--- config.mk ---
export PLATFORM = sky130hd
export DESIGN_NAME = cur_blk_addr_gen
export DESIGN_NICKNAME = d
export VERILOG_FILES = /design/src/rtl/cur_blk_addr_gen.sv
export SDC_FILE = /design/constraint.sdc
export NUM_CORES = 1
export LEC_CHECK = 0
export CAP_MARGIN = 20
export CORE_MARGIN = 2
export CORE_UTILIZATION = 40
export CTS_BUF_LIST = sky130_fd_sc_hd__clkbuf_8
export CTS_CLUSTER_DIAMETER = 50
export DETAILED_ROUTE_END_ITERATION = 8
export PLACE_DENSITY = 0.64
export RECOVER_POWER = 100
export SLEW_MARGIN = 25
export SYNTH_ARGS = -nofsm -noshare
export SYNTH_HDL_FRONTEND = slang
export SYNTH_SLANG_ARGS = --single-unit
export TNS_END_PERCENT = 50
--- constraint.sdc ---
create_clock -name clk -period 4.45 [get_ports clk]
set_clock_uncertainty 0.2 [all_clocks]
set_input_delay 1.1125 -clock clk [delete_from_list [all_inputs] [get_ports clk]]
set_output_delay 1.1125 -clock clk [all_outputs]
set_load 0.01 [all_outputs]
--- src/rtl/cur_blk_addr_gen.sv ---
// cur_blk_addr_gen: current-frame byte address generator for motion estimation.
// Walks the frame in raster block order, and in raster pixel order inside each
// block. It issues one address per accepted cycle and stalls while pause_in is high.
// Optional feature macro: CUR_BLK_ADDR_SUBSAMPLE_EN. When it is defined, rows
// inside a block step by two.
`timescale 1ns/1ps

module cur_blk_addr_gen #(
  parameter int     FRAME_W       = 1920,
  parameter int     FRAME_H       = 1088,
  parameter int     BLK_W         = 32,
  parameter int     BLK_H         = 32,
  parameter int     BYTES_PER_PIX = 2,
  parameter longint BASE_ADDR     = 0,
  parameter int     ADDR_W        = 23,
  parameter int     CONTINUOUS    = 0,
  localparam int    NBX           = FRAME_W / BLK_W,
  localparam int    NBY           = FRAME_H / BLK_H,
  localparam int    BX_W          = (NBX > 1) ? $clog2(NBX) : 1,
  localparam int    BY_W          = (NBY > 1) ? $clog2(NBY) : 1
) (
  input  logic              clk,
  input  logic              rst,
  input  logic              start,
  input  logic              pause_in,
  output logic [ADDR_W-1:0] addr,
  output logic              addr_valid,
  output logic [BX_W-1:0]   blk_x,
  output logic [BY_W-1:0]   blk_y,
  output logic              blk_first,
  output logic              blk_last,
  output logic              frame_done,
  output logic              busy,
  output logic              pause_out
);

`ifdef CUR_BLK_ADDR_SUBSAMPLE_EN
  localparam int ROW_STEP = 2;
`else
  localparam int ROW_STEP = 1;
`endif

  localparam int COL_W = (BLK_W > 1) ? $clog2(BLK_W) : 1;
  localparam int ROW_W = (BLK_H > 1) ? $clog2(BLK_H) : 1;

  // Address deltas. They are truncated to ADDR_W, so modulo-2^ADDR_W wrap comes for free.
  localparam logic [ADDR_W-1:0] ORIGIN    = ADDR_W'(BASE_ADDR);
  localparam logic [ADDR_W-1:0] PIX_STEP  = ADDR_W'(longint'(BYTES_PER_PIX));
  // Moves from the last column of one block row-line to column 0 of the next sampled line.
  localparam logic [ADDR_W-1:0] ROW_JUMP  =
    ADDR_W'((longint'(ROW_STEP) * FRAME_W - longint'(BLK_W - 1)) * BYTES_PER_PIX);
  localparam logic [ADDR_W-1:0] BLK_JUMP  = ADDR_W'(longint'(BLK_W) * BYTES_PER_PIX);
  localparam logic [ADDR_W-1:0] BROW_JUMP =
    ADDR_W'(longint'(BLK_H) * FRAME_W * BYTES_PER_PIX);

  localparam logic [COL_W-1:0] COL_LAST = COL_W'(BLK_W - 1);
  localparam logic [ROW_W-1:0] ROW_LAST = ROW_W'(BLK_H - ROW_STEP);
  localparam logic [ROW_W-1:0] ROW_INC  = ROW_W'(ROW_STEP);
  localparam logic [BX_W-1:0]  BX_LAST  = BX_W'(NBX - 1);
  localparam logic [BY_W-1:0]  BY_LAST  = BY_W'(NBY - 1);

  typedef enum logic [1:0] {
    ST_IDLE = 2'd0,
    ST_RUN  = 2'd1,
    ST_DONE = 2'd2
  } state_t;

  state_t            state_q, state_d;
  logic [ADDR_W-1:0] addr_q, addr_d;
  logic [ADDR_W-1:0] blk_base_q, blk_base_d;   // address of pixel (0,0) of the current block
  logic [ADDR_W-1:0] row_base_q, row_base_d;   // address of pixel (0,0) of the current block row
  logic [COL_W-1:0]  col_q, col_d;
  logic [ROW_W-1:0]  row_q, row_d;
  logic [BX_W-1:0]   bx_q, bx_d;
  logic [BY_W-1:0]   by_q, by_d;
  logic              first_q, first_d;
  logic              last_q, last_d;
  logic              frame_done_q, frame_done_d;

  logic accept;
  logic col_end, row_end, bx_end, by_end;

  // Handshake outputs and end-of-range decodes of the current counters
  always_comb begin
    accept  = (state_q == ST_RUN) && !pause_in;
    col_end = (col_q == COL_LAST);
    row_end = (row_q == ROW_LAST);
    bx_end  = (bx_q == BX_LAST);
    by_end  = (by_q == BY_LAST);
  end

  // Next-state and counter/address update; nothing moves unless an address is accepted
  always_comb begin
    state_d      = state_q;
    addr_d       = addr_q;
    blk_base_d   = blk_base_q;
    row_base_d   = row_base_q;
    col_d        = col_q;
    row_d        = row_q;
    bx_d         = bx_q;
    by_d         = by_q;
    frame_done_d = 1'b0;

    case (state_q)
      ST_IDLE: begin
        if (start) begin
          state_d    = ST_RUN;
          addr_d     = ORIGIN;
          blk_base_d = ORIGIN;
          row_base_d = ORIGIN;
          col_d      = '0;
          row_d      = '0;
          bx_d       = '0;
          by_d       = '0;
        end
      end

      ST_RUN: begin
        if (accept) begin
          if (!col_end) begin
            col_d  = col_q + COL_W'(1);
            addr_d = addr_q + PIX_STEP;
          end else if (!row_end) begin
            col_d  = '0;
            row_d  = row_q + ROW_INC;
            addr_d = addr_q + ROW_JUMP;
          end else if (!bx_end) begin
            col_d      = '0;
            row_d      = '0;
            bx_d       = bx_q + BX_W'(1);
            blk_base_d = blk_base_q + BLK_JUMP;
            addr_d     = blk_base_q + BLK_JUMP;
          end else if (!by_end) begin
            col_d      = '0;
            row_d      = '0;
            bx_d       = '0;
            by_d       = by_q + BY_W'(1);
            row_base_d = row_base_q + BROW_JUMP;
            blk_base_d = row_base_q + BROW_JUMP;
            addr_d     = row_base_q + BROW_JUMP;
          end else begin
            // Last address of the frame has been accepted
            frame_done_d = 1'b1;
            col_d        = '0;
            row_d        = '0;
            bx_d         = '0;
            by_d         = '0;
            if (CONTINUOUS != 0) begin
              addr_d     = ORIGIN;
              blk_base_d = ORIGIN;
              row_base_d = ORIGIN;
            end else begin
              state_d    = ST_DONE;
              addr_d     = '0;
              blk_base_d = '0;
              row_base_d = '0;
            end
          end
        end
      end

      ST_DONE: begin
        // start is deliberately not sampled here
        state_d = ST_IDLE;
      end

      default: begin
        state_d = ST_IDLE;
      end
    endcase

    // Flags follow the counters so they travel with addr and hold while paused
    first_d = (state_d == ST_RUN) && (col_d == '0) && (row_d == '0);
    last_d  = (state_d == ST_RUN) && (col_d == COL_LAST) && (row_d == ROW_LAST);
  end

  // State, counter and output registers; reset aborts any scan in progress
  always_ff @(posedge clk or negedge rst) begin
    if (!rst) begin
      state_q      <= ST_IDLE;
      addr_q       <= '0;
      blk_base_q   <= '0;
      row_base_q   <= '0;
      col_q        <= '0;
      row_q        <= '0;
      bx_q         <= '0;
      by_q         <= '0;
      first_q      <= 1'b0;
      last_q       <= 1'b0;
      frame_done_q <= 1'b0;
    end else begin
      state_q      <= state_d;
      addr_q       <= addr_d;
      blk_base_q   <= blk_base_d;
      row_base_q   <= row_base_d;
      col_q        <= col_d;
      row_q        <= row_d;
      bx_q         <= bx_d;
      by_q         <= by_d;
      first_q      <= first_d;
      last_q       <= last_d;
      frame_done_q <= frame_done_d;
    end
  end

  assign addr       = addr_q;
  assign addr_valid = accept;
  assign blk_x      = bx_q;
  assign blk_y      = by_q;
  assign blk_first  = first_q;
  assign blk_last   = last_q;
  assign frame_done = frame_done_q;
  assign busy       = (state_q != ST_IDLE);
  assign pause_out  = pause_in;

endmodule
; Word-level counts from Yosys, hierarchy flattened
; Index checks and enable logic that the tools add are counted.
; W data, S select, Z words.
[word_totals]
reg_bits = 96
in_bits = 4
out_inout_bits = 41
elab_cells = 96
[classes]
add_sub_neg = 8
eq_ne = 13
n_mux = 50
reduce_logical = 14
[op_table]
columns = cell, n
row1 = $mux W23, 13
row2 = $pmux W23 S2, 3
row3 = $mux W6, 10
row4 = $mux W5, 7
row5 = $pmux W6 S2, 2
row6 = $add A23 B12 Y23 const B, 1
row7 = $add A23 B17 Y23 const B, 1
row8 = $add A23 B2 Y23 const B, 1
row9 = $add A23 B7 Y23 const B, 1
row10 = $eq A5 B5 Y1 const B, 4
row11 = $pmux W5 S2, 2
row12 = $add A6 B1 Y6 const B, 2
row13 = $eq A6 B6 Y1 const B, 2
row14 = $mux W2, 6
row15 = $add A5 B1 Y5 const B, 2
row16 = $logic_not A5 Y1, 2
row17 = $ne A2 B2 Y1 const B, 5
row18 = $mux W1, 6
row19 = $reduce_and A6 Y1, 1
row20 = $logic_and A1 B1 Y1, 5
row21 = $reduce_and A5 Y1, 1
row22 = $eq A2 B1 Y1 const B, 2
row23 = $pmux W2 S2, 1
row24 = $reduce_bool A2 Y1, 2
row25 = 3 further kinds, 3

; Depth between registers and ports, before layout
; Gate-level depths: netlist of the first run.
[depth]
word_depth = 10
mapped_depth = 11
depth_no_buf = 9

; Worst setup path before layout of the first run
; Ideal clock, no wire load.
[synth_path]
kind = input -> output
startpoint = input pause_in
endpoint = output addr_valid
t_arrival_ps = 2334
t_required_ps = 3138
setup_slack_ps = 804
path_stages = 6
path_buffers = 4
cell_sequence = clkbuf_1 -> nand2b_1 -> clkbuf_1 -> inv_1 -> clkbuf_1 -> clkbuf_1
[synth_between]
elab_chain_cells = 2
[synth_lines]
columns = item, line
row1 = "start, declared", 25  ; input logic pause_in,
row2 = $logic_not A1 Y1, 85  ; accept = (state_q == ST_RUN) && !pause_in;
row3 = $logic_and A1 B1 Y1, 85
row4 = "end, declared", 27  ; output logic addr_valid,
; No other way between the ends.

; Worst setup path in the final report of the first run
[layout_path]
startpoint = input pause_in
endpoint = output pause_out
[layout_lines]
columns = item, line
row1 = "end, declared", 34  ; output logic pause_out
; No word-level cell between the ends.

==> results.toml, run 1 <==
[clock_tree]
worstSkewPairLatency_ps = 390
ctsHtreeMaxLevel = 3
cts_resized = 0
post_cts_buffers = 0
cts.clk_slew.worst_paths_ps = 90
cts_root_buf = "clkbuf_8"
cts_tree = "yes"
cts.sinks = 96
ctsHoldBuffers = 0
cts_buffer_depth = 2
cts_inserted_buffers = 9

[layout]
diodes = 0
area_delta_synth_final_pct = 13.1
fin_cells = 887
nFillCells = 1393
final_layout_size_suffix_gt1_share_pct = 5.83
final_nets = 713

[worst_setup_path]
r2r-start = "row_q[0]"
worstPathMaxFanout = 12
timing.critical_path.from = "pause_in"
critPathRequiredTime_ps = 3140
reg2reg_setup_slack_ps = 940
endpoint_kind = "output pin"
cp-start-kind = "primary input"
critical_path_class = "in -> out"
arrival_ps = 2690

[synth]
syn_avg_cell_area_um2 = 8.71
ys_ff_latch = 96
netlist_area_um2 = 5870
ys.flop_type = "dfrtp_1"
syn_inst = 674
ys_warn_count = 0
async_reset_ff_share_pct = 100
seq_area_frac_synth_pct = 40.9
syn-num-nets = 689
synth_top_area_share_pct = 40.9
synthTopCellsByCount = "96 x dfrtp_1, 77 x nand2_1, 67 x o21ai_0"
ys_top_cells_by_area = "dfrtp_1 41%, o21ai_0 5.7%, nand2_1 4.9%, xnor2_1 3.6%, a22o_1 3.1%"
yosysMostFrequentCell = "dfrtp_1"
synth-edff-count = 0
synth_area_leader_cell = "dfrtp_1"
synth_cell_types = 60

[detailed_routing]
drc = 0
ant_nets = 0
first_iter_violations = 634
drt_wl_total_um = 16300
drtPass1Iterations = 6
vias = 5352
vias_per_cell = 6.03
wire_per_inst_um = 18.4

[die]
die_x_um = 125
start_util_pct = 40.7
core_area_um2 = 14400
io-pin-count = 45
design.die.area_um2 = 15700
die_h_um = 125
rows = 44

[sta]
finalCriticalPeriod_ps = 4000
hold_viol = 0
hold_ws_ps = 291
timing.fmax_mhz = 250
rsz0062_at_grt = "false"
tightestPinTransition_ps = 1300
timing.final.crit_share_pct = 89.9
slew-limit-headroom_pct = 13.3
drv_slew = 0
finalSetupTns_ps = 0
final-setup-viol-count = 0

[power_and_ir_drop]
ir_worst_vdd_mv = 0.222
leakage_nw = 2.85
powerDensity_nw_per_um2 = 321
total_power_mw = 2.13
power.share.switching_pct = 33.0
pwr-share-seq_pct = 50.5
internal-power_mw = 1.43
clkPwrFrac_pct = 28.4
p_sw_mw = 0.703
power_frac_comb_pct = 21.1

[global_routing]
grt_pass1_vias = 5074
antenna_found_initial = 0
grt_pass1_wl_um = 26900
grt_max_degree = 54
grt_use_total_pct = 21.0
overflow = 0

[hold_path]
min_from = "row_base_q[10]"
worstHoldPathType = "reg -> reg"

[placement]
port-buffer-count = 44
dp_hpwl_um = 11200
gp_congestion = 0.908
dp.cells = 871

[run]
cap_violations = 0

[run_status]
status = "finished, final reports clean"
## placed cells by master, fill, tap and decap left out, types with 3 or more instances in the layout
master / synthesis / final
a211oi_1: 7 / 7
a21o_1: 6 / 6
a21oi_1: 25 / 25
a22o_1: 21 / 21
a22oi_1: 6 / 6
a31oi_1: 9 / 9
and2_0: 0 / 9
and2_1: 20 / 11
and3_1: 8 / 8
buf_4: 5 / 9
clkbuf_1: 41 / 7
clkbuf_8: 0 / 10
dfrtp_1: 96 / 96
dlygate4sd3_1: 0 / 43
ha_1: 11 / 11
inv_1: 20 / 21
mux2i_1: 6 / 6
nand2_1: 77 / 77
nand2b_1: 8 / 8
nand3_1: 28 / 28
nand4_1: 19 / 19
nor2_1: 38 / 38
nor3_1: 16 / 16
nor3b_1: 3 / 3
nor4_1: 13 / 13
o2111ai_1: 6 / 6
o211ai_1: 9 / 9
o21a_1: 5 / 5
o21ai_0: 67 / 67
o221ai_1: 5 / 5
o22ai_1: 6 / 6
o31ai_1: 8 / 8
or2_2: 3 / 3
or3_1: 5 / 5
xnor2_1: 24 / 24
xor2_1: 15 / 15
## routing by layer
layer  global-route usage [%]  part of all wire, %  up-vias
met2                     31.2                   45      166
li1                         -                    -     2518
met5                        0                    0        -
met1                     30.8                   48     2650
met3                     4.11                  5.6       18
met4                     6.86                  1.3        0
## cells by family after synthesis
logic type | Yosys count | share of synthesized area, %
buf+inv | 66 | 4.54
fa+ha+maj | 11 | 2.34
simple gates | 257 | 22.6
compound gates | 199 | 22.8
flops | 96 | 40.9
mux | 6 | 1.02
xor+xnor | 39 | 5.82
## worst paths after layout
kind                                  end  cells after the start
max in group asynchronous   blk_base_q[3]                      2
setup / recovery                pause_out                      3
setup reg to reg           row_base_q[17]                     10
hold / removal             row_base_q[10]                      1
hold reg to reg            row_base_q[10]                      1
min in group asynchronous        col_q[2]                      1
## registers in the layout (all words and copies together), names as in the netlist
| register | cells |
|---|---|
| col_q | 5 |
| blk_first | 1 |
| state_q | 2 |
| blk_last | 1 |
| addr | 23 |
| blk_x | 6 |
| blk_y | 6 |
| row_base_q | 23 |
| row_q | 5 |
| frame_done | 1 |
| blk_base_q | 23 |
## metrics by stage
stage                     utilization (%)  instance area [µm²]  setup slack, ps
after global routing                 46.0                 6640              369
after floorplan                         -                 5870              804
after detailed placement             44.8                 6460              694
final                                46.0                 6640              449
after CTS                            46.2                 6670              694
after global placement               44.8                 6460              685
## final cells by class
| type | instances | area, µm² | area share (%) |
|---|---|---|---|
| well taps | 184 | 230 | 3.47 |
| multi-input cells | 512 | 3200 | 48.2 |
| inverters | 20 | 75.1 | 1.13 |
| flip-flops and latches | 96 | 2400 | 36.2 |
| repair buffers | 59 | 524 | 7.90 |
| clock buffers | 10 | 138 | 2.07 |
| clock inverters | 6 | 67.6 | 1.02 |
## critical path, cell delays in order
cell and delay (ps):
dlygate4sd3_1 550, clkbuf_1 360, dlygate4sd3_1 670
## power by group through the flow
stage / combinational (mW) / clock (mW) / sequential (mW)
6_report: 0.449 / 0.606 / 1.08
5_1_grt: 0.494 / 0.662 / 1.09
4_1_cts: 0.466 / 0.625 / 1.07
3_5_place_dp: 0.462 / 0 / 1.09
3_3_place_gp: 0.456 / 0 / 1.09
2_1_floorplan: 0.301 / 0 / 1.06
Power figures use the tool's default switching activity.
==> run 2, diff against run 1 <==
--- a/config.mk
+++ b/config.mk
@@ -13,7 +13,6 @@
 export DETAILED_ROUTE_END_ITERATION = 8
 export PLACE_DENSITY = 0.64
 export RECOVER_POWER = 100
-export SLEW_MARGIN = 25
 export SYNTH_ARGS = -nofsm -noshare
 export SYNTH_HDL_FRONTEND = slang
 export SYNTH_SLANG_ARGS = --single-unit
==> results of run 2 <==
Final layout, timing and power as in run 1 (identical DEF).
==> run 3, diff against run 2 <==
--- a/config.mk
+++ b/config.mk
@@ -16,4 +16,3 @@
 export SYNTH_ARGS = -nofsm -noshare
 export SYNTH_HDL_FRONTEND = slang
 export SYNTH_SLANG_ARGS = --single-unit
-export TNS_END_PERCENT = 50
==> results of run 3 <==
Final layout, timing and power as in run 1 (identical DEF).
